<file path="src/rtl/mdu_pkg.sv">
// Shared encodings for the multiply/divide unit and its HI/LO consumer.
package mdu_pkg;

  localparam logic [1:0] OP_MULT  = 2'b00;
  localparam logic [1:0] OP_MULTU = 2'b01;
  localparam logic [1:0] OP_DIV   = 2'b10;
  localparam logic [1:0] OP_DIVU  = 2'b11;

  localparam logic [2:0] HILO_NONE = 3'b000;
  localparam logic [2:0] HILO_HI   = 3'b001;
  localparam logic [2:0] HILO_LO   = 3'b010;
  localparam logic [2:0] HILO_BOTH = 3'b011;
  localparam logic [2:0] HILO_GPR  = 3'b100;

  typedef enum logic [1:0] {
    IDLE,
    CALC,
    FIX
  } state_e;

  function automatic logic op_is_div(
    input logic [1:0] op
  );
    return op[1];
  endfunction

  function automatic logic op_is_signed(
    input logic [1:0] op
  );
    return ~op[0];
  endfunction

endpackage

</file>
<file path="src/rtl/mdu_sign_fix.sv">
// Abs-on-entry and negate-on-exit for the signed MDU variants.
module mdu_sign_fix
  import mdu_pkg::*;
#(
  parameter int WIDTH = 32
) (
  input  logic               sgn_i,
  input  logic [WIDTH-1:0]   rs_i,
  input  logic [WIDTH-1:0]   rt_i,
  output logic [WIDTH-1:0]   abs_rs_o,
  output logic [WIDTH-1:0]   abs_rt_o,
  output logic               rs_neg_o,
  output logic               rt_neg_o,
  input  logic               res_div_i,
  input  logic               res_rs_neg_i,
  input  logic               res_rt_neg_i,
  input  logic [2*WIDTH-1:0] res_acc_i,
  output logic [WIDTH-1:0]   hi_o,
  output logic [WIDTH-1:0]   lo_o
);

  logic [2*WIDTH-1:0] prod;
  logic [WIDTH-1:0]   quo;
  logic [WIDTH-1:0]   rem;
  logic               neg;

  assign rs_neg_o = sgn_i & rs_i[WIDTH-1];
  assign rt_neg_o = sgn_i & rt_i[WIDTH-1];
  assign abs_rs_o = rs_neg_o ? (~rs_i + 1'b1) : rs_i;
  assign abs_rt_o = rt_neg_o ? (~rt_i + 1'b1) : rt_i;

  assign neg  = res_rs_neg_i ^ res_rt_neg_i;
  assign prod = neg ? (~res_acc_i + 1'b1) : res_acc_i;
  assign quo  = neg ? (~res_acc_i[WIDTH-1:0] + 1'b1)
                    : res_acc_i[WIDTH-1:0];
  // Remainder follows the dividend's sign.
  assign rem  = res_rs_neg_i
              ? (~res_acc_i[2*WIDTH-1:WIDTH] + 1'b1)
              : res_acc_i[2*WIDTH-1:WIDTH];

  assign hi_o = res_div_i ? rem : prod[2*WIDTH-1:WIDTH];
  assign lo_o = res_div_i ? quo : prod[WIDTH-1:0];

endmodule

</file>
<file path="src/rtl/mdu_hilo_producer.sv">
// Iterative MULT/DIV unit driving one combined HI+LO register write.
module mdu_hilo_producer
  import mdu_pkg::*;
#(
  parameter int WIDTH = 32
) (
  input  logic             clk,
  input  logic             reset_n,
  input  logic             start,
  input  logic [1:0]       op,
  input  logic             flush,
  input  logic [WIDTH-1:0] rs_data,
  input  logic [WIDTH-1:0] rt_data,
  output logic             busy,
  output logic             done,
  output logic             hilo_we,
  output logic [2:0]       hilo_type,
  output logic [WIDTH-1:0] lo_out,
  output logic [WIDTH-1:0] hi_out,
  output logic             div_by_zero
);

  localparam int CNT_W = $clog2(WIDTH);
  localparam int W2    = 2 * WIDTH;

  state_e             state_q;
  logic [CNT_W-1:0]   cnt_q;
  logic               div_q;
  logic [W2-1:0]      acc_q;
  logic [W2-1:0]      acc_d;
  logic [WIDTH-1:0]   opb_q;
  logic [WIDTH-1:0]   rs_raw_q;
  logic               rsn_q;
  logic               rtn_q;
  logic               dbz_pend_q;
  logic               done_q;
  logic               dbz_q;
  logic [WIDTH-1:0]   hi_q;
  logic [WIDTH-1:0]   lo_q;

  logic [WIDTH-1:0]   abs_rs;
  logic [WIDTH-1:0]   abs_rt;
  logic               rs_neg;
  logic               rt_neg;
  logic [WIDTH-1:0]   fix_hi;
  logic [WIDTH-1:0]   fix_lo;
  logic [WIDTH:0]     add_sum;
  logic [WIDTH:0]     trial;
  logic [WIDTH+1:0]   diff;
  logic               unused_diff;

  mdu_sign_fix #(.WIDTH(WIDTH)) u_sign_fix (
    .sgn_i        (op_is_signed(op)),
    .rs_i         (rs_data),
    .rt_i         (rt_data),
    .abs_rs_o     (abs_rs),
    .abs_rt_o     (abs_rt),
    .rs_neg_o     (rs_neg),
    .rt_neg_o     (rt_neg),
    .res_div_i    (div_q),
    .res_rs_neg_i (rsn_q),
    .res_rt_neg_i (rtn_q),
    .res_acc_i    (acc_q),
    .hi_o         (fix_hi),
    .lo_o         (fix_lo)
  );

  assign add_sum = {1'b0, acc_q[W2-1:WIDTH]} + {1'b0, opb_q};
  assign trial   = acc_q[W2-1:WIDTH-1];
  assign diff    = {1'b0, trial} - {2'b00, opb_q};
  // Top diff bit only matters for rt=0, whose result is overridden.
  assign unused_diff = diff[WIDTH];

  always_comb begin
    acc_d = acc_q;
    if (div_q) begin
      if (!diff[WIDTH+1])
        acc_d = {diff[WIDTH-1:0], acc_q[WIDTH-2:0], 1'b1};
      else
        acc_d = {acc_q[W2-2:0], 1'b0};
    end else begin
      if (acc_q[0])
        acc_d = {add_sum, acc_q[WIDTH-1:1]};
      else
        acc_d = {1'b0, acc_q[W2-1:1]};
    end
  end

  always_ff @(posedge clk or negedge reset_n) begin
    if (!reset_n) begin
      state_q    <= IDLE;
      cnt_q      <= '0;
      div_q      <= 1'b0;
      acc_q      <= '0;
      opb_q      <= '0;
      rs_raw_q   <= '0;
      rsn_q      <= 1'b0;
      rtn_q      <= 1'b0;
      dbz_pend_q <= 1'b0;
      done_q     <= 1'b0;
      dbz_q      <= 1'b0;
      hi_q       <= '0;
      lo_q       <= '0;
    end else begin
      done_q <= 1'b0;
      unique case (state_q)
        IDLE: begin
          if (start && !flush) begin
            state_q    <= CALC;
            cnt_q      <= '0;
            div_q      <= op_is_div(op);
            acc_q      <= {{WIDTH{1'b0}}, abs_rs};
            opb_q      <= abs_rt;
            rs_raw_q   <= rs_data;
            rsn_q      <= rs_neg;
            rtn_q      <= rt_neg;
            dbz_pend_q <= op_is_div(op) && (rt_data == '0);
          end
        end
        CALC: begin
          if (flush) begin
            state_q <= IDLE;
          end else begin
            acc_q <= acc_d;
            cnt_q <= cnt_q + 1'b1;
            if (cnt_q == CNT_W'(WIDTH - 1))
              state_q <= FIX;
          end
        end
        FIX: begin
          state_q <= IDLE;
          if (!flush) begin
            done_q <= 1'b1;
            dbz_q  <= dbz_pend_q;
            if (dbz_pend_q) begin
              lo_q <= '1;
              hi_q <= rs_raw_q;
            end else begin
              lo_q <= fix_lo;
              hi_q <= fix_hi;
            end
          end
        end
        default: state_q <= IDLE;
      endcase
    end
  end

  assign busy        = (state_q != IDLE);
  assign done        = done_q;
  assign hilo_we     = done_q;
  assign hilo_type   = done_q ? HILO_BOTH : HILO_NONE;
  assign lo_out      = lo_q;
  assign hi_out      = hi_q;
  assign div_by_zero = dbz_q;

endmodule
</file>
<file path="config.mk">
export PLATFORM = sky130hd
export DESIGN_NAME = mdu_hilo_producer
export DESIGN_NICKNAME = d
export VERILOG_FILES = /design/src/rtl/mdu_pkg.sv /design/src/rtl/mdu_sign_fix.sv /design/src/rtl/mdu_hilo_producer.sv
export SDC_FILE = /design/constraint.sdc
export NUM_CORES = 1
export LEC_CHECK = 0
export BUFFER_PORTS_ARGS = -buffer_cell sky130_fd_sc_hd__buf_2
export CORE_UTILIZATION = 25
export DETAILED_ROUTE_END_ITERATION = 12
export RECOVER_POWER = 25
export SYNTH_ARGS = -nofsm -noshare
export SYNTH_HDL_FRONTEND = slang
export SYNTH_SLANG_ARGS = --single-unit
</file>
<file path="constraint.sdc">
create_clock -name clk -period 6.8 [get_ports clk]
set_input_delay 0.34 -clock clk [delete_from_list [all_inputs] [get_ports clk]]
set_output_delay 0.34 -clock clk [all_outputs]
set_load 0.01 [all_outputs]
</file>
==> results of run 1 <==
## worst max-delay path: cells and delay by family (launching register included)
kind | cells | cell delay, ns
compound gates | 3 | 0.61
fa+ha+maj | 1 | 0.15
flops | 1 | 0.49
xor+xnor | 1 | 0.38
simple gates | 5 | 1.96
buf+inv | 1 | 0.10
## state kept, by name, indices dropped and copies added (netlist names), 2 cells and up
name and cells:
acc_q 64, cnt_q 5, hi_out 32, lo_out 32
opb_q 32, rs_raw_q 32, state_q 2
## per-stage QoR
step                      total power, mW  hold WS, ns  util [%]  cell area [µm²]  cells
after CTS                            7.25       0.0193      29.2            18200   2929
after detailed placement             5.81        0.462      27.8            17300   2882
after global routing                 7.82       0.0469      29.2            18100   2930
final                                7.29       0.0344      29.2            18100   2930
after floorplan                      4.71       0.0444         -            15800   2013
after global placement               5.83        0.460      27.8            17300   2882
## final cells by class
class	instances	share of cell area [%]
clock buffers	38	4.23
well taps	837	5.77
flip-flops and latches	205	28.3
clock inverters	8	0.538
multi-input cells	1615	55.1
repair buffers	162	4.71
inverters	64	1.32
diodes	1	0.0138
## final timing paths
path | end | start
setup / recovery | hi_out[8] | acc_q[1]
hold / removal | div_q | op[1]
setup reg to reg | hi_out[8] | acc_q[1]
hold reg to reg | hi_out[4] | hi_out[4]
max in group asynchronous | div_q | reset_n
min in group asynchronous | lo_out[7] | reset_n
## routing by layer
metal  share of wire, %  vias to the layer above  track usage [%]
li1                   -                     7257                -
met1                 45                     7075             22.8
met2                 46                      509             26.9
met3                7.3                       80             2.84
met4                2.4                        4             4.41
met5              0.050                        -                0
## logic make-up (layout without fill, tap and decap cells)
kind of cell    Yosys count  after routing  share of synthesized area (%)
fa+ha+maj                72             72                           5.78
other cells               1              2                         0.0237
compound gates          606            606                           23.0
mux                      65             65                           4.14
flops                   205            205                           32.4
simple gates            691            691                           20.0
buf+inv                 193            272                           4.74
xor+xnor                180            180                           9.95
## cell usage in the layout (no fill, tap or decap), types with 6 or more instances in the layout
cell / count
nor4_1: 21
a211oi_1: 15
o21ai_1: 34
dfrtp_1: 203
mux2i_1: 60
a21oi_1: 195
inv_1: 63
xnor2_1: 101
nor2b_1: 13
nand3_1: 35
o41ai_1: 9
o21ai_0: 172
clkbuf_16: 27
or2_2: 7
buf_4: 22
clkbuf_1: 26
o21bai_1: 11
nand2b_1: 21
nand4_1: 8
or3_1: 19
ha_1: 70
or4_1: 15
a31oi_1: 23
buf_2: 118
o211ai_1: 29
nor3_1: 44
xor2_1: 79
nand2_1: 318
clkbuf_8: 6
a21o_1: 24
a211o_1: 6
a31o_2: 6
a32o_1: 11
nor2_1: 136
o31ai_1: 19
and2_1: 6
and3_1: 22
## power by group through the flow
| stage | clock (mW) | combinational, mW | sequential (mW) |
|---|---|---|---|
| 6_report | 1.42 | 3.93 | 1.93 |
| 5_1_grt | 1.50 | 4.35 | 1.97 |
| 4_1_cts | 1.44 | 3.89 | 1.92 |
| 3_5_place_dp | 0 | 3.87 | 1.94 |
| 3_3_place_gp | 0 | 3.89 | 1.93 |
| 2_1_floorplan | 0 | 3.07 | 1.64 |
## repair_timing
action	CTS	global route
endpoints found under the hold margin	100	0
hold buffers	1	0
gates resized for setup	0	0
==> run_results.csv, run 1 <==
group,metric,value,unit
run_status,outcome,"finished, final reports clean",
timing,max_freq,261,MHz
power_and_ir_drop,switchingPower,3.43,mW
power_and_ir_drop,ir_worst_vdd,0.225,mV
logic_synthesis,syn_nets,2155,
floorplanning,die_w,254,µm
logic_synthesis,synth_top_area_share,32.4,%
logic_synthesis,async_flop_share,100,%
setup_path,cp_slowest_cell,"or4_1",
cts,cts_buffers,26,
global_route,grt_overflow_total,0,
power_and_ir_drop,powerDensity,401,nW/µm²
floorplanning,initial_core_util,25.5,%
finish,multi_input_comb_area,10000,µm²
setup_path,arrival,4.25,ns
cts,path_clk_slew,0.06,ns
worst_hold_path,min_path_type,"in -> reg",
cts,root_buffer,"clkbuf_16",
cts,numClockSinks,205,
floorplanning,die_area,64400,µm²
logic_synthesis,synth_area_leaders,"dfrtp_1 (32%), nand2_1 (7.6%), a21oi_1 (6.2%)",
finish,fillerInstances,6804,
placed_design,place_congestion,0.918,
timing,layout_min_cycle_time,3.84,ns
worst_hold_path,holdPathStages,3,
power_and_ir_drop,p_leak,8.02,nW
finish,drive_gt1_share,10.5,%
global_route,grt_usage,16.6,%
routing,wire_per_inst,18.5,µm
routing,ant_nets,0,
setup_path,crit_path_cell_trace,"inv_1 > ha_1 > or3b_2 > nand2b_1 > or4_1 > or3_1 > o41ai_1 > xor2_1 > nor2_1 > a21oi_1 > o21ai_1",
setup_path,worst-setup-path-type,"reg -> reg",
routing,drt_first_pass_iters,7,
power_and_ir_drop,p_clk_share,19.5,%
setup_path,r2r_setup_slack,2.96,ns
finish,syn_to_final_growth,14.5,%
power_and_ir_drop,p_sw_share,47.0,%
logic_synthesis,yosysTopAreaCell,"dfrtp_1",
setup_path,crit_path_end_kind,"register",
setup_path,worstSetupStartpointType,"register",
global_route,antenna_found_initial,5,
logic_synthesis,avgSynthCellArea,7.87,µm²
routing,drcViolationCount,0,
logic_synthesis,synth_most_common_cell,"nand2_1",
routing,num_vias,14900,
setup_path,cp_data_required_time,7.21,ns
floorplanning,num_rows,91,
global_route,grt_pass1_vias,14300,
power_and_ir_drop,pwr-share-seq,26.5,%
routing,vias_per_cell,5.09,
logic_synthesis,synth-seq-area-share,32.4,%
floorplanning,ioPinCount,141,
cts,htreeDepth,1,
finish,area.sequential,5130,µm²
routing,dr.first_iter.drc_count,1336,
timing,tightest_slew,1.19,ns
logic_synthesis,netlist_instances,2013,
logic_synthesis,yosys_warnings,0,
logic_synthesis,synth_common_cells,"nand2_1 (319), dfrtp_1 (205), a21oi_1 (195)",
finish,fin_nets,2216,
timing,setup_slack,2.96,ns
timing,tns,0,ns
placed_design,place_ws,2.98,ns
floorplanning,die_h,254,µm
logic_synthesis,synthesis.area,15800,µm²
cts,cts_setup_buffers,0,
power_and_ir_drop,power.internal,3.86,mW
placed_design,dpl.hpwl,41.3,mm
placed_design,port_buffers,139,
logic_synthesis,synth_edf_count,0,
cts,insertion_delay,0.56,ns
cts,cts_tree,"built",
setup_path,cpPeakStageDelay,0.66,ns
timing,hold_viol,0,
floorplanning,coreArea,62200,µm²
timing,clock_skew,0.0139,ns
run,maxCapViolations,0,
global_route,grt_max_degree,103,
logic_synthesis,synthFlopType,"dfrtp_1",
setup_path,reg2reg_depth,11,
timing,finalSetupViolCount,0,
timing,slew_headroom,20.2,%
power_and_ir_drop,combPwrFrac,54.0,%
cts,clk_path_buf_depth,3,
timing,finalCritPeriodShare,56.4,%
setup_path,cp_max_fo,7,
routing,wirelength,54.2,mm
timing,rsz0062_at_grt,"false",
timing,finalMaxSlewViolations,0,
logic_synthesis,synth.distinct_cells,77,
global_route,grt_pass1_wl,84.3,mm
logic_synthesis,ys_ff_latch,205,
Power figures use the tool's default switching activity.
==> run 2, diff against run 1 <==
Settings changed: ABC_AREA from default to 1.
Clock period 6.8 ns to 3.8 ns, I/O delays scaled along.
==> run 2 against run 1 <==
Net effect: the run now ends with negative hold slack, max-capacitance violations, max-slew violations left; critical path depth rose by 3; die area rose by 15%; cell area rose by 18%; clock power rose by 86%; global-route usage rose by 2.9 points; area after synthesis rose by 15%; worst hold slack got worse by 0.041 ns; critical endpoint is now acc_q[54]; largest cell class unchanged; largest power group unchanged; highest routed layer is now met4.
==> run_results.csv, run 2 <==
group,metric,value,unit
timing,whs,-0.00632,ns
logic_synthesis,async_flop_share,100,%
global_route,grt_max_degree,92,
finish,layout_common_cells,"nand2_1 (898), inv_1 (388), nor2_1 (280)",
finish,fin_nets,3265,
floorplanning,die_h,272,µm
routing,vias_per_cell,4.87,
logic_synthesis,synth_most_common_cell,"nand2_1",
logic_synthesis,avgSynthCellArea,6.16,µm²
cts,insertion_delay,0.60,ns
setup_path,worstSetupStartpointType,"register",
setup_path,cp_data_required_time,4.28,ns
setup_path,worst-setup-path-type,"reg -> reg",
logic_synthesis,synthFlopType,"dfrtp_1",
finish,final_common_cell,"nand2_1",
timing,finalMaxSlewViolations,84,
timing,clock_skew,0.0234,ns
global_route,grt_pass1_wl,113,mm
setup_path,cp_max_fo,45,
logic_synthesis,synthesis.area,18200,µm²
finish,post-route-util,29.9,%
global_route,antenna_found_initial,0,
placed_design,port_buffers,139,
logic_synthesis,synth_edf_count,0,
floorplanning,num_rows,98,
cts,cts_buffers,27,
worst_hold_path,min_path_type,"in -> reg",
logic_synthesis,synth-seq-area-share,28.1,%
run_status,violations,"negative hold slack, max-capacitance violations, max-slew violations",
timing,slew_headroom,-60.5,%
logic_synthesis,netlist_instances,2961,
power_and_ir_drop,p_leak,10.9,nW
power_and_ir_drop,ir_worst_vdd,0.359,mV
logic_synthesis,yosys_warnings,0,
setup_path,crit_path_end_kind,"register",
placed_design,place_congestion,0.984,
logic_synthesis,synth_top_area_share,28.1,%
routing,wirelength,73.9,mm
routing,dr.first_iter.drc_count,1740,
routing,wire_per_inst,18.0,µm
finish,final_area,21500,µm²
finish,fin_cells,4093,
global_route,grt_pass1_vias,18700,
timing,finalCritPeriodShare,74.9,%
cts,htreeDepth,1,
power_and_ir_drop,power,15.0,mW
routing,drcViolationCount,0,
placed_design,place_area,20000,µm²
finish,largest_reg_flops,64,
cts,root_buffer,"clkbuf_16",
floorplanning,die_area,74000,µm²
cts,clk_path_buf_depth,3,
placed_design,dpl.hpwl,58.0,mm
routing,ant_nets,0,
floorplanning,die_w,272,µm
logic_synthesis,syn_nets,3103,
timing,rsz0062_at_grt,"false",
logic_synthesis,synth_common_cells,"nand2_1 (898), inv_1 (388), nor2_1 (282)",
timing,tightest_slew,2.41,ns
run,maxCapViolations,1,
setup_path,arrival,3.33,ns
finish,diodes,0,
floorplanning,coreArea,71900,µm²
timing,max_freq,351,MHz
placed_design,dp_cells,3987,
global_route,grt_overflow_total,0,
cts,numClockSinks,205,
routing,num_vias,19900,
finish,drive_gt1_share,9.04,%
logic_synthesis,yosysTopAreaCell,"dfrtp_1",
logic_synthesis,ys_ff_latch,205,
timing,hold_viol,1,
finish,syn_to_final_growth,17.7,%
routing,drt_first_pass_iters,7,
logic_synthesis,synth_area_leaders,"dfrtp_1 (28%), nand2_1 (18%), inv_1 (8.0%)",
finish,regMostFlops,"acc_q",
global_route,grt_usage,19.6,%
power_and_ir_drop,powerDensity,698,nW/µm²
cts,path_clk_slew,0.06,ns
timing,tns,0,ns
logic_synthesis,synth.distinct_cells,58,
floorplanning,ioPinCount,141,
cts,post_cts_resized,0,
run_status,outcome,"complete, but fails checks",
timing,layout_min_cycle_time,2.85,ns
floorplanning,initial_core_util,25.4,%
timing,finalSetupViolCount,0,
cts,cts_tree,"built",
run 2: kinds of logic (layout without fill, tap and decap cells):
kind of cell / after synthesis / count (layout) / synth area share (%)
AO/OA/AOI/OAI: 561 / 561 / 17.0
buffers and inverters: 502 / 684 / 10.9
adder cells (fa/ha/maj): 72 / 72 / 5.02
other: 1 / 1 / 0.0206
AND/OR/NAND/NOR: 1556 / 1556 / 35.9
XOR/XNOR: 64 / 64 / 3.08
flip-flops: 205 / 205 / 28.1
run 2: critical path, stage by stage (launching register included):
cell and delay, ns:
dfrtp_1 0.53, ha_1 0.43, nand2_1 0.15, nor2_2 0.13, nand3_1 0.09, nand3_1 0.14
nand2_1 0.10, nand2_2 0.12, nand2_2 0.13, nand2_8 0.29, inv_1 0.26, nand2_1 0.11
nand3_1 0.08, nand2_1 0.11, nand2_1 0.05
run 2: layout make-up:
cell class / instances / area [µm²]
Fill cell: 8117 / 50400
Multi-Input combinational cell: 2254 / 11100
Sequential cell: 205 / 5130
Timing Repair Buffer: 238 / 1610
Inverter: 397 / 1490
Tap cell: 950 / 1190
Clock buffer: 34 / 752
Clock inverter: 15 / 155
run 2: per-layer routing:
| layer | up-vias | wire length (µm) | part of all wire, % | GRT usage (%) |
|---|---|---|---|---|
| li1 | 9936 | - | - | - |
| met1 | 9308 | 32900 | 44 | 25.9 |
| met2 | 583 | 35000 | 47 | 33.0 |
| met3 | 120 | 3300 | 4.5 | 1.69 |
| met4 | 0 | 2750 | 3.7 | 7.33 |
| met5 | - | 0 | 0 | 0 |
run 2: what timing repair did:
item / 4_1_cts / 5_1_grt
hold buffers: 57 / 0
endpoints found under the hold margin: 139 / 0
setup buffers: 0 / 0
run 2: final timing paths:
path                       slack [ns]  startpoint    endpoint  cells after the start
min in group asynchronous        0.87     reset_n   opb_q[26]                      2
hold reg to reg                  0.48  hi_out[21]  hi_out[21]                      2
setup / recovery                 0.95   acc_q[36]   acc_q[54]                     14
setup reg to reg                 0.95   acc_q[36]   acc_q[54]                     14
hold / removal                 -0.006  rt_data[4]    opb_q[4]                      3
max in group asynchronous        1.36     reset_n       div_q                      2
run 2: metrics by stage:
stage	hold WS, ns	setup slack (ns)
after floorplan	-0.106	1.57
after global routing	0.0496	0.704
after CTS	0.0125	0.989
after global placement	0.267	1.07
final	-0.00632	0.952
after detailed placement	0.264	1.00
run 2: report_power, final:
group	switching, mW	internal (mW)
Sequential	0.591	2.64
Combinational	6.30	2.80
Clock	1.15	1.49
==> run 3, diff against run 2 <==
Clock period 3.8 ns to 2.5 ns, I/O delays scaled along.
==> run 3 against run 2 <==
Net effect: the flow now finishes without violations; die area is the same; non-clock buffer count increased by 121; via count increased by 2.7%; cell area up 6.1%; critical endpoint is now acc_q[57]; largest power group unchanged.
==> run_results.csv, run 3 (synthesis results as in run 2) <==
group,metric,value,unit
run_status,outcome,"finished, final reports clean",
run,maxCapViolations,0,
routing,wire_per_inst,18.0,µm
global_route,grt_usage,20.1,%
finish,fin_nets,3387,
power_and_ir_drop,p_leak,11.6,nW
cts,root_buffer,"clkbuf_16",
setup_path,cpPeakStageDelay,0.47,ns
finish,area.sequential,5130,µm²
setup_path,worst-setup-path-type,"reg -> reg",
finish,largest_reg_flops,64,
routing,wirelength,76.0,mm
setup_path,cp_num_buf_inv,0,
cts,htreeDepth,1,
finish,drive_gt1_share,13.7,%
finish,multi_input_comb_area,11300,µm²
routing,drcViolationCount,0,
timing,slew_headroom,13.6,%
worst_hold_path,min_path_type,"in -> reg",
cts,insertion_delay,0.61,ns
setup_path,cp_data_required_time,3.04,ns
setup_path,crit_top_cell,"nand3_1",
timing,finalSetupViolCount,0,
global_route,grt_overflow_total,0,
timing,hold_viol,0,
routing,ant_nets,0,
global_route,grt_pass1_wl,115,mm
setup_path,worstSetupStartpointType,"register",
power_and_ir_drop,ir_worst_vdd,0.596,mV
finish,syn_to_final_growth,24.9,%
timing,max_freq,414,MHz
floorplanning,initial_core_util,25.4,%
cts,cts_tree,"built",
routing,vias_per_cell,4.86,
timing,whs,0.0283,ns
setup_path,reg2reg_depth,11,
routing,drt_first_pass_iters,5,
timing,tightest_slew,1.30,ns
floorplanning,num_rows,98,
finish,layout_common_cells,"nand2_1 (882), inv_1 (387), nor2_1 (273)",
setup_path,crit_family,"simple AND/OR/NAND/NOR gates",
global_route,grt_pass1_vias,19200,
floorplanning,ioPinCount,141,
floorplanning,die_h,272,µm
finish,post-route-util,31.7,%
cts,cts_buffers,28,
setup_path,cp_max_fo,6,
cts,numClockSinks,205,
finish,fillerInstances,8074,
global_route,grt_max_degree,71,
cts,path_clk_slew,0.07,ns
finish,regMostFlops,"acc_q",
global_route,antenna_found_initial,0,
floorplanning,coreArea,71900,µm²
timing,clock_skew,0.0282,ns
setup_path,cp_num_cells,11,
placed_design,port_buffers,139,
routing,dr.first_iter.drc_count,1740,
power_and_ir_drop,powerDensity,1090,nW/µm²
placed_design,place_congestion,0.991,
floorplanning,die_area,74000,µm²
timing,finalCritPeriodShare,96.5,%
timing,finalMaxSlewViolations,0,
worst_hold_path,holdPathStages,4,
routing,num_vias,20500,
finish,final_common_cell,"nand2_1",
timing,layout_min_cycle_time,2.41,ns
cts,clk_path_buf_depth,3,
placed_design,dpl.hpwl,60.3,mm
setup_path,crit_path_end_kind,"register",
setup_path,cp_slowest_cell,"dfrtp_1",
floorplanning,die_w,272,µm
setup_path,crit_path_cell_trace,"ha_2 > nand2_1 > nor2_2 > nand3_1 > nand3_1 > nand3_1 > nand3_1 > nand3_1 > a21oi_1 > nand2_1 > nand2_1",
setup_path,arrival,2.96,ns
[run 3: changes by cell type in the layout (fill, tap and decap cells not counted), sizes merged]
cell and delta:
buf +110, dlygate4sd3 +7, clkbuf +4, bufinv +3, clkinv +3, clkinvlp -2, diode +1, inv -1
[run 3: final cells by class]
class / instances / area share (%)
clock buffer: 34 / 3.35
multi-input combinational: 2254 / 49.8
inverter: 397 / 6.55
timing repair buffer: 359 / 11.4
sequential: 205 / 22.5
clock inverter: 18 / 1.07
tap: 950 / 5.22
antenna: 1 / 0.0110
[run 3: timing repair]
| item | in CTS | in global routing |
|---|---|---|
| endpoints found under the setup margin | 0 | 47 |
| endpoints found under the hold margin | 281 | 0 |
| buffers inserted | 0 | 2 |
| gates resized for setup | 0 | 56 |
| hold buffers | 64 | 0 |
[run 3: tightest hold or removal path: cells and delay by family]
kind / cells / cell delay [ns]
xor+xnor: 1 / 0.11
compound gates: 1 / 0.16
buf+inv: 2 / 0.18
[run 3: power by group]
group          total [mW]  internal (mW)  switching, mW
registers            4.81           4.01          0.797
logic                15.6           5.49           10.1
clock network        4.44           2.61           1.82
[run 3: metrics by stage]
| step | worst slack [ns] | power (mW) | std cells | area, µm² | TNS (ns) |
|---|---|---|---|---|---|
| after detailed placement | 0.00830 | 19.8 | 4099 | 20900 | 0 |
| after global routing | -0.00884 | 26.7 | 4217 | 22800 | -0.0358 |
| after global placement | 0.0190 | 19.8 | 4099 | 20900 | 0 |
| final | 0.0864 | 24.9 | 4218 | 22800 | 0 |
| after CTS | 0.00234 | 24.4 | 4215 | 22600 | 0 |
| after floorplan | 0.268 | 14.1 | 2961 | 18200 | 0 |
[run 3: worst paths after layout]
kind                              to  slack, ns  startpoint
min reg2reg                hi_out[1]       0.48   hi_out[1]
min                         opb_q[2]       0.03  rt_data[2]
max in group asynchronous      div_q       0.38     reset_n
min in group asynchronous  opb_q[26]       0.34     reset_n
max reg2reg                acc_q[57]       0.09   acc_q[41]
max                        acc_q[57]       0.09   acc_q[41]
[run 3: layer usage]
layer | GRT usage, % | vias up | share of wire, %
met1 | 26.4 | 9627 | 45
met2 | 34.6 | 566 | 47
met3 | 1.58 | 127 | 4.1
li1 | - | 10200 | -
met4 | 6.64 | 0 | 3.6
met5 | 0 | - | 0
